File: src/rtl/rbus_axi_arb_pkg.sv
// rtl/rbus_axi_arb_pkg.sv - shared constants, FSM state type and round-robin helper for rbus_axi_arb2
package rbus_axi_arb_pkg;

  localparam int         BURST_LEN      = 8;
  localparam logic [7:0] AXI_LEN        = 8'(BURST_LEN - 1);
  localparam logic [2:0] AXI_SIZE       = 3'b011;
  localparam logic [1:0] AXI_BURST_INCR = 2'b01;

  typedef enum logic {A_IDLE, A_ISSUE} arb_st_t;

  // prio names the port that wins a tie; a lone requester always wins
  function automatic logic rr_pick(input logic req0, input logic req1, input logic prio);
    return (req0 & req1) ? prio : req1;
  endfunction

endpackage

File: src/rtl/rbus_axi_arb_ordfifo.sv
// rtl/rbus_axi_arb_ordfifo.sv - 1-bit write-order FIFO holding the port index of each granted AW
module rbus_axi_arb_ordfifo #(
  parameter int DEPTH = 4
) (
  input  logic clk,
  input  logic rst,
  input  logic push,
  input  logic din,
  input  logic pop,
  output logic dout,
  output logic full,
  output logic empty
);

  localparam int         AW       = $clog2(DEPTH);
  localparam logic [AW:0] FULL_CNT = (AW+1)'(DEPTH);

  logic [DEPTH-1:0] mem;
  logic [AW-1:0]    wr_ptr;
  logic [AW-1:0]    rd_ptr;
  logic [AW:0]      count;
  logic             do_push;
  logic             do_pop;

  assign full    = (count == FULL_CNT);
  assign empty   = (count == '0);
  assign do_push = push & ~full;
  assign do_pop  = pop & ~empty;
  assign dout    = mem[rd_ptr];

  always_ff @(posedge clk or negedge rst) begin
    if (!rst) begin
      mem    <= '0;
      wr_ptr <= '0;
      rd_ptr <= '0;
      count  <= '0;
    end else begin
      if (do_push) begin
        mem[wr_ptr] <= din;
        wr_ptr      <= wr_ptr + 1'b1;
      end
      if (do_pop) rd_ptr <= rd_ptr + 1'b1;
      case ({do_push, do_pop})
        2'b10:   count <= count + 1'b1;
        2'b01:   count <= count - 1'b1;
        default: count <= count;
      endcase
    end
  end

endmodule

File: src/rtl/rbus_axi_arb2.sv
// rtl/rbus_axi_arb2.sv - 2:1 AXI4 hub arbiter; RBUS_AXI_ARB_ERR_EN adds a sticky err output
module rbus_axi_arb2
  import rbus_axi_arb_pkg::*;
#(
  parameter int WR_ORD_DEPTH = 4,
  parameter int ADDR_W       = 29
) (
  input  logic              clk,
  input  logic              rst,
`ifdef RBUS_AXI_ARB_ERR_EN
  output logic              err,
`endif
  input  logic [ADDR_W-1:0] s0_awaddr,
  input  logic [1:0]        s0_awid,
  input  logic              s0_awvalid,
  output logic              s0_awready,
  input  logic [63:0]       s0_wdata,
  input  logic [7:0]        s0_wstrb,
  input  logic              s0_wlast,
  input  logic              s0_wvalid,
  output logic              s0_wready,
  output logic [1:0]        s0_bid,
  output logic [1:0]        s0_bresp,
  output logic              s0_bvalid,
  input  logic              s0_bready,
  input  logic [ADDR_W-1:0] s0_araddr,
  input  logic [1:0]        s0_arid,
  input  logic              s0_arvalid,
  output logic              s0_arready,
  output logic [63:0]       s0_rdata,
  output logic [1:0]        s0_rid,
  output logic [1:0]        s0_rresp,
  output logic              s0_rlast,
  output logic              s0_rvalid,
  input  logic              s0_rready,
  input  logic [ADDR_W-1:0] s1_awaddr,
  input  logic [1:0]        s1_awid,
  input  logic              s1_awvalid,
  output logic              s1_awready,
  input  logic [63:0]       s1_wdata,
  input  logic [7:0]        s1_wstrb,
  input  logic              s1_wlast,
  input  logic              s1_wvalid,
  output logic              s1_wready,
  output logic [1:0]        s1_bid,
  output logic [1:0]        s1_bresp,
  output logic              s1_bvalid,
  input  logic              s1_bready,
  input  logic [ADDR_W-1:0] s1_araddr,
  input  logic [1:0]        s1_arid,
  input  logic              s1_arvalid,
  output logic              s1_arready,
  output logic [63:0]       s1_rdata,
  output logic [1:0]        s1_rid,
  output logic [1:0]        s1_rresp,
  output logic              s1_rlast,
  output logic              s1_rvalid,
  input  logic              s1_rready,
  output logic [ADDR_W-1:0] m_awaddr,
  output logic [1:0]        m_awid,
  output logic [7:0]        m_awlen,
  output logic [2:0]        m_awsize,
  output logic [1:0]        m_awburst,
  output logic              m_awvalid,
  input  logic              m_awready,
  output logic [63:0]       m_wdata,
  output logic [7:0]        m_wstrb,
  output logic              m_wlast,
  output logic              m_wvalid,
  input  logic              m_wready,
  input  logic [1:0]        m_bid,
  input  logic [1:0]        m_bresp,
  input  logic              m_bvalid,
  output logic              m_bready,
  output logic [ADDR_W-1:0] m_araddr,
  output logic [1:0]        m_arid,
  output logic [7:0]        m_arlen,
  output logic [2:0]        m_arsize,
  output logic [1:0]        m_arburst,
  output logic              m_arvalid,
  input  logic              m_arready,
  input  logic [63:0]       m_rdata,
  input  logic [1:0]        m_rid,
  input  logic [1:0]        m_rresp,
  input  logic              m_rlast,
  input  logic              m_rvalid,
  output logic              m_rready
);

  arb_st_t aw_st, ar_st;
  logic    aw_prio, ar_prio;
  logic    aw_sel, ar_sel;
  logic    aw_grant, ar_grant;
  logic    ord_push, ord_pop, ord_head, ord_full, ord_empty;
  logic    unused_id_bits;

  assign m_awlen   = AXI_LEN;
  assign m_awsize  = AXI_SIZE;
  assign m_awburst = AXI_BURST_INCR;
  assign m_arlen   = AXI_LEN;
  assign m_arsize  = AXI_SIZE;
  assign m_arburst = AXI_BURST_INCR;

  // ID bit 1 is overwritten with the port index, so the hubs' own bit 1 is dropped
  assign unused_id_bits = ^{s0_awid[1], s1_awid[1], s0_arid[1], s1_arid[1]};

  assign aw_sel     = rr_pick(s0_awvalid, s1_awvalid, aw_prio);
  assign aw_grant   = rst & (aw_st == A_IDLE) & ~ord_full & (s0_awvalid | s1_awvalid);
  assign s0_awready = aw_grant & ~aw_sel;
  assign s1_awready = aw_grant & aw_sel;

  always_ff @(posedge clk or negedge rst) begin
    if (!rst) begin
      aw_st     <= A_IDLE;
      aw_prio   <= 1'b0;
      m_awvalid <= 1'b0;
      m_awaddr  <= '0;
      m_awid    <= '0;
    end else begin
      case (aw_st)
        A_IDLE: if (aw_grant) begin
          m_awaddr  <= aw_sel ? s1_awaddr : s0_awaddr;
          m_awid    <= {aw_sel, aw_sel ? s1_awid[0] : s0_awid[0]};
          aw_prio   <= ~aw_sel;
          m_awvalid <= 1'b1;
          aw_st     <= A_ISSUE;
        end
        A_ISSUE: if (m_awready) begin
          m_awvalid <= 1'b0;
          aw_st     <= A_IDLE;
        end
        default: aw_st <= A_IDLE;
      endcase
    end
  end

  // the order entry is recorded only once the controller has taken the AW
  assign ord_push = (aw_st == A_ISSUE) & m_awready;
  assign ord_pop  = m_wvalid & m_wready & m_wlast;

  rbus_axi_arb_ordfifo #(.DEPTH(WR_ORD_DEPTH)) u_ordfifo (
    .clk   (clk),
    .rst   (rst),
    .push  (ord_push),
    .din   (m_awid[1]),
    .pop   (ord_pop),
    .dout  (ord_head),
    .full  (ord_full),
    .empty (ord_empty)
  );

  assign m_wdata   = ord_head ? s1_wdata : s0_wdata;
  assign m_wstrb   = ord_head ? s1_wstrb : s0_wstrb;
  assign m_wlast   = ord_head ? s1_wlast : s0_wlast;
  assign m_wvalid  = ~ord_empty & (ord_head ? s1_wvalid : s0_wvalid);
  assign s0_wready = ~ord_empty & ~ord_head & m_wready;
  assign s1_wready = ~ord_empty & ord_head & m_wready;

  assign ar_sel     = rr_pick(s0_arvalid, s1_arvalid, ar_prio);
  assign ar_grant   = rst & (ar_st == A_IDLE) & (s0_arvalid | s1_arvalid);
  assign s0_arready = ar_grant & ~ar_sel;
  assign s1_arready = ar_grant & ar_sel;

  always_ff @(posedge clk or negedge rst) begin
    if (!rst) begin
      ar_st     <= A_IDLE;
      ar_prio   <= 1'b0;
      m_arvalid <= 1'b0;
      m_araddr  <= '0;
      m_arid    <= '0;
    end else begin
      case (ar_st)
        A_IDLE: if (ar_grant) begin
          m_araddr  <= ar_sel ? s1_araddr : s0_araddr;
          m_arid    <= {ar_sel, ar_sel ? s1_arid[0] : s0_arid[0]};
          ar_prio   <= ~ar_sel;
          m_arvalid <= 1'b1;
          ar_st     <= A_ISSUE;
        end
        A_ISSUE: if (m_arready) begin
          m_arvalid <= 1'b0;
          ar_st     <= A_IDLE;
        end
        default: ar_st <= A_IDLE;
      endcase
    end
  end

  assign s0_bid    = m_bid;
  assign s1_bid    = m_bid;
  assign s0_bresp  = m_bresp;
  assign s1_bresp  = m_bresp;
  assign s0_bvalid = rst & m_bvalid & ~m_bid[1];
  assign s1_bvalid = rst & m_bvalid & m_bid[1];
  assign m_bready  = rst & (m_bid[1] ? s1_bready : s0_bready);

  assign s0_rdata  = m_rdata;
  assign s1_rdata  = m_rdata;
  assign s0_rid    = m_rid;
  assign s1_rid    = m_rid;
  assign s0_rresp  = m_rresp;
  assign s1_rresp  = m_rresp;
  assign s0_rlast  = m_rlast;
  assign s1_rlast  = m_rlast;
  assign s0_rvalid = rst & m_rvalid & ~m_rid[1];
  assign s1_rvalid = rst & m_rvalid & m_rid[1];
  assign m_rready  = rst & (m_rid[1] ? s1_rready : s0_rready);

`ifdef RBUS_AXI_ARB_ERR_EN
  logic [3:0] stray_cnt0, stray_cnt1;
  logic       stray0, stray1;

  // a port offering W data it does not own, held for 16 cycles in a row, is a protocol fault
  assign stray0 = s0_wvalid & (ord_empty | ord_head);
  assign stray1 = s1_wvalid & (ord_empty | ~ord_head);

  always_ff @(posedge clk or negedge rst) begin
    if (!rst) begin
      err        <= 1'b0;
      stray_cnt0 <= '0;
      stray_cnt1 <= '0;
    end else begin
      stray_cnt0 <= !stray0 ? 4'd0 : (stray_cnt0 == 4'hF) ? stray_cnt0 : stray_cnt0 + 4'd1;
      stray_cnt1 <= !stray1 ? 4'd0 : (stray_cnt1 == 4'hF) ? stray_cnt1 : stray_cnt1 + 4'd1;
      if ((m_bvalid & m_bready & |m_bresp) | (m_rvalid & m_rready & |m_rresp) |
          (stray0 & (stray_cnt0 == 4'hF)) | (stray1 & (stray_cnt1 == 4'hF)))
        err <= 1'b1;
    end
  end
`endif

endmodule

File: config.mk
export PLATFORM = sky130hd
export DESIGN_NAME = rbus_axi_arb2
export DESIGN_NICKNAME = d
export VERILOG_FILES = /design/src/rtl/rbus_axi_arb_pkg.sv /design/src/rtl/rbus_axi_arb_ordfifo.sv /design/src/rtl/rbus_axi_arb2.sv
export SDC_FILE = /design/constraint.sdc
export NUM_CORES = 1
export LEC_CHECK = 0
export ABC_AREA = 1
export CORE_AREA = 3 3 266 268
export DETAILED_ROUTE_END_ITERATION = 8
export DIE_AREA = 0 0 269 271
export PLACE_DENSITY = 0.39
export RECOVER_POWER = 25
export SYNTH_ARGS = -nofsm -noshare
export SYNTH_HDL_FRONTEND = slang
export SYNTH_SLANG_ARGS = --single-unit
File: constraint.sdc
create_clock -name clk -period 3.31 [get_ports clk]
set_clock_uncertainty 0.05 [all_clocks]
set_input_delay 0.993 -clock clk [delete_from_list [all_inputs] [get_ports clk]]
set_output_delay 0.993 -clock clk [all_outputs]
set_load 0.005 [all_outputs]
# Word-level counts from Yosys, hierarchy flattened
# Cells that the tools add are included.
[classes]
add_sub_neg = 4
n_lt_le_gt_ge = 3
eq_ne = 7
n_mux = 30
bitwise = 40
n_reduce_logical = 7
[op_table]
columns = ["cell", "n"]
rows = [
  ["$mux W64", 1],
  ["$mux W29", 2],
  ["$and A1 B1 Y1", 29],
  ["$mux W1", 18],
  ["$not A1 Y1", 9],
  ["$mux W8", 1],
  ["$ne A2 B2 Y1 const B", 4],
  ["$pmux W1 S2", 4],
  ["$reduce_and A2 Y1", 4],
  ["$lt A2 B3 Y1 const B", 2],
  ["$pmux W3 S2", 1],
  ["$add A2 B1 Y2 const B", 2],
  ["$bwmux W4", 1],
  ["$add A3 B1 Y3 const B", 1],
  ["$eq A3 B3 Y1 const B", 1],
  ["$logic_not A3 Y1", 1],
  ["$sub A3 B1 Y3 const B", 1],
  ["$bmux W1 S2", 1],
  ["$demux W1 S2", 1],
  ["$eq A2 B1 Y1 const B", 1],
  ["$eq A2 B2 Y1 const B", 1],
  ["$ge A2 B1 Y1 const B", 1],
  ["$or A1 B1 Y1", 2],
  ["$reduce_bool A2 Y1", 1],
  ["$logic_and A1 B1 Y1", 1],
]
[word_totals]
reg_bits = 79
in_bits = 360
output_inout_bits = 322
word_cells = 105

# Depth between registers and ports, before layout
[logic_depth]
depth_word = 9
depth_mapped = 15

# By module
# Synthesis repeated with hierarchy kept, for this count alone.
[hier_totals]
hier_cells = 962
area_unflattened_um2 = 6398.6
[modules_own_cells]
columns = ["module", "instances", "cells_each", "area_each_um2", "seq_area_each_um2"]
rows = [
  ["rbus_axi_arb2", 1, 879, 5730.5, 1701.6],
  ["rbus_axi_arb_ordfifo", 1, 83, 668.1, 275.3],
]

# Worst setup path before layout
# Ideal clock, no wire load.
[synth_timing]
path_type = "input-to-reg"
start = "input port s1_wlast"
end = "register u_ordfifo.count[2]"
setup_ps = 131
arrival_time_ps = 2405
path_slack_ps = 725
cell_stages = 12
path_cell_list = "inv_1 > nand3_1 > nand2_1 > nor2_1 > nand2_1 > inv_1 > ha_1 > inv_1 > fa_1 > a21oi_1 > o21ai_0 > xor2_1"
[synth_between]
elab_chain_cells = 5
word_cells_on_any_way = 7
cone_classes = "eq/ne (2); mux (2); bitwise (2); reduce/logical (1)"
[synth_lines]
columns = ["item", "line", "text"]
rows = [
  ["start, declared", "rbus_axi_arb2.sv:42", "input logic s1_wlast,"],
  ["$mux W1 *", "rbus_axi_arb2.sv:154", "assign m_wlast = ord_head ? s1_wlast : s0_wlast;"],
  ["$and A1 B1 Y1 *", "rbus_axi_arb2.sv:139", "assign ord_pop = m_wvalid & m_wready & m_wlast;"],
  ["$and A1 B1 Y1 *", "rbus_axi_arb_ordfifo.sv:28", "assign do_pop = pop & ~empty;"],
  ["via u_ordfifo.do_pop", "rbus_axi_arb_ordfifo.sv:23", "logic do_pop;"],
  ["$eq A2 B1 Y1 / $eq A2 B2 Y1 (equally long branches)", "rbus_axi_arb_ordfifo.sv:43", "case ({do_push, do_pop})"],
  ["$pmux W3 S2 / $reduce_bool A2 Y1 (equally long branches)", "-", ""],
  ["end signal, assigned", "rbus_axi_arb_ordfifo.sv:44", "2'b10: count <= count + 1'b1;"],
  ["end signal, assigned", "rbus_axi_arb_ordfifo.sv:45", "2'b01: count <= count - 1'b1;"],
  ["end signal, assigned", "rbus_axi_arb_ordfifo.sv:46", "default: count <= count;"],
  ["end, declared", "rbus_axi_arb_ordfifo.sv:21", "logic [AW:0] count;"],
]
# Mark *: on every way through the listed nets, which the timed path passes. The rest lies on a longest branch.
# A chain may end at the register's enable or synchronous reset.

# Worst setup path in the final report
[layout_timing]
start = "input port s1_wdata[37]"
end = "output port m_wdata[37]"
[layout_between]
elab_chain_cells = 1
[layout_lines]
columns = ["item", "line", "text"]
rows = [
  ["start, declared", "rbus_axi_arb2.sv:40", "input logic [63:0] s1_wdata,"],
  ["$mux W64", "rbus_axi_arb2.sv:152", "assign m_wdata = ord_head ? s1_wdata : s0_wdata;"],
  ["end, declared", "rbus_axi_arb2.sv:66", "output logic [63:0] m_wdata,"],
]
# Every way passes these cells.

==> flow_metrics.env <==
export IMPL_cts_hold_buf=0
export IMPL_initial_core_util_pct=8.63
export IMPL_dieArea_um2=72900
export IMPL_fmax_mhz=307
export IMPL_h_tree_depth=3
export IMPL_worstSetupPathType="input port to output pin"
export IMPL_grt_setup_unrepaired="yes"
export IMPL_cpMostUsedCell="clkdlybuf4s50_1"
export IMPL_clock_latency_ns=0.35
export IMPL_cts_tree="built"
export IMPL_post_route_drc_count=0
export IMPL_grt_total_usage_pct=10.2
export IMPL_cts_root_buf="clkbuf_16"
export IMPL_rows=96
export IMPL_synth_cell_types=25
export IMPL_ys_seq_area_share_pct=33.4
export IMPL_wl_per_cell_um=19.1
export IMPL_setup_violations_final=0
export IMPL_cts_buffers=9
export IMPL_tightest_slew_ns=1.50
export IMPL_cp_required_ns=2.27
export IMPL_ioPinCount=682
export IMPL_drive_above_1_share_pct=8.29
export IMPL_grt_pass1_wl_mm=51.3
export IMPL_syn_cell_area_um2=5920
export IMPL_viasPerCell=3.11
export IMPL_overflow=0
export IMPL_synth_area_per_cell_um2=6.87
export IMPL_die_w_um=269
export IMPL_yosysTopAreaCell="dfrtp_1"
export IMPL_place_area_um2=10300
export IMPL_cts_buffer_depth=2
export IMPL_final_max_slew_viol_count=54
export IMPL_vias=6602
export IMPL_power_density_nw_per_um2=754
export IMPL_drtIter0Drc=204
export IMPL_synthCells=862
export IMPL_cp_start_kind="input port"
export IMPL_slowest_stage="clkdlybuf4s50_1"
export IMPL_min_period_ns=3.25
export IMPL_final_area_um2=11100
export IMPL_antenna_found_initial=22
export IMPL_yosys_warnings=0
export IMPL_arrival_ns=2.21
export IMPL_cap_violations=1
export IMPL_ant_nets=0
export IMPL_synth_top_area_share_pct=33.4
export IMPL_leakage_nw=5.21
export IMPL_hold_viol_final=0
export IMPL_nFillCells=7754
export IMPL_io_buffers=438
export IMPL_hold_class="flip-flop to flip-flop"
export IMPL_nets=1543
export IMPL_report_power_total_mw=8.37
export IMPL_core_area_um2=68600
export IMPL_clock_sinks=79
export IMPL_fin_crit_sh_pct=98.3
export IMPL_place_hpwl_mm=33.1
export IMPL_die_h_um=271
export IMPL_gp_congestion=0.811
export IMPL_areaGrowthSynthToFinish_pct=87.6
export IMPL_run_status="finished with violations"
export IMPL_violations="max-capacitance violations, max-slew violations"
export IMPL_grt_pass1_vias=6599
export IMPL_grt_max_degree=76
export IMPL_firstDrtPassIters=5
export IMPL_maxSlewHeadroom_pct=-0.248
export IMPL_crit_path_cell_trace="clkdlybuf4s50_1, nand2_2, nand2_1, clkdlybuf4s50_1"
export IMPL_ys_ff_latch=79
export IMPL_cp_end_kind="output pin"
export IMPL_worstPathMaxFanout=1
export IMPL_slowest_delay_ns=0.54
export IMPL_peakVddDrop_mv=0.283
export IMPL_clk_pin_slew_ns=0.06
export IMPL_synthTopCellsByArea="dfrtp_1 (33%), nand2_1 (27%), buf_4 (24%)"
export IMPL_routed_wl_mm=40.6
==> path summary, 6_finish.rpt <==
path	from	cells past startpoint	end	slack, ns
worst min-delay path	ar_st	1	m_arvalid	0.41
min in group asynchronous	rst	1	ar_prio	0.44
max in group asynchronous	rst	2	m_araddr[23]	1.06
worst max-delay path	s1_wdata[37]	4	m_wdata[37]	0.06
worst min register to register	ar_st	1	m_arvalid	0.41
worst max register to register	u_ordfifo.rd_ptr[0]	18	u_ordfifo.count[2]	0.39
==> kinds of logic after synthesis <==
family          synth area share (%)
simple gates                    35.0
buf+inv                         27.5
flops                           33.4
compound gates                  2.01
fa+ha+maj                       1.39
xor+xnor                       0.592
other cells                    0.127
==> layout make-up <==
cell class	count	area (um2)	area share (%)
antenna	11	27.5	0.248
clock buffer	11	233	2.10
clock inverter	5	81.3	0.732
inverter	29	121	1.09
multi-input combinational	572	2490	22.4
sequential	79	1980	17.8
tap	931	1160	10.5
timing repair buffer	486	5010	45.1
==> per-layer routing <==
metal / GRT usage (%) / routed length [um]
met5: 0.811 / 36
met4: 3.27 / 1580
met3: 4.97 / 4600
met2: 17.7 / 19500
met1: 10.6 / 14900
==> cells in the final DEF (no fill, tap or decap), drive strengths merged <==
cell type      instances
xor2                   3
clkbuf                20
xnor2                  1
a21oi                  4
nand2                432
dfrtp                 79
bufinv                 2
clkdlybuf4s50        375
o2111ai                1
fa                     1
ha                     5
clkinv                 2
a31oi                  1
nor2                  12
dlymetal6s2s          43
nor3                   4
dlygate4sd2           19
inv                   29
clkinvlp               1
diode                 11
nand4                  1
conb                  26
nand3                 69
o21ai                 12
buf                   40
==> per-stage QoR <==
step	hold WS, ns	TNS [ns]	std cells	worst slack, ns	utilization (%)
detailed placement	0.399	-1.53	2077	-0.152	15.0
floorplan	0.367	0	886	0.725	-
CTS	0.417	-0.0139	2100	-0.00680	15.7
finish	0.412	0	2124	0.0559	16.2
global placement	0.381	-1.42	2077	-0.150	15.0
global route	0.426	-0.0763	2114	-0.0316	16.2
==> cell usage after synthesis, drive strengths merged <==
library cell  count
clkbuf            5
xor2              3
xnor2             1
o21ai            12
nor3              4
fa                1
a21oi             4
ha                5
conb              2
nand4             1
buf             201
o2111ai           1
a31oi             1
nand2           432
nand3            69
nor2             12
dfrtp            79
inv              29
==> repair_timing <==
| action | 4_1_cts | 5_1_grt |
|---|---|---|
| gates cloned | 3 | 5 |
| resized for setup | 45 | 57 |
| setup buffers | 4 | 8 |
| pin swaps | 2 | 1 |
| setup endpoints to repair | 60 | 73 |
==> power by group <==
part           switching (mW)  leakage, nW  total (mW)  internal [mW]
clock network           0.445        0.150        1.11          0.664
logic                    2.71         4.09        5.70           2.99
registers               0.225        0.975        1.56           1.33
total                    3.38         5.21        8.37           4.99
==> critical path: cells and delay by family <==
family	cells	cell delay [ns]
buffers and inverters	2	1.03
and+or+nand+nor	2	0.19
==> flip-flops by register name (all words and copies together), names as in the netlist <==
signal and flops:
m_awaddr 29, m_araddr 29, aw_st 1, m_arvalid 1, aw_prio 1, u_ordfifo.rd_ptr 2
ar_st 1, m_arid 2, u_ordfifo.mem 4, m_awvalid 1, u_ordfifo.wr_ptr 2, ar_prio 1
u_ordfifo.count 3, m_awid 2
Power figures use the tool's default switching activity.
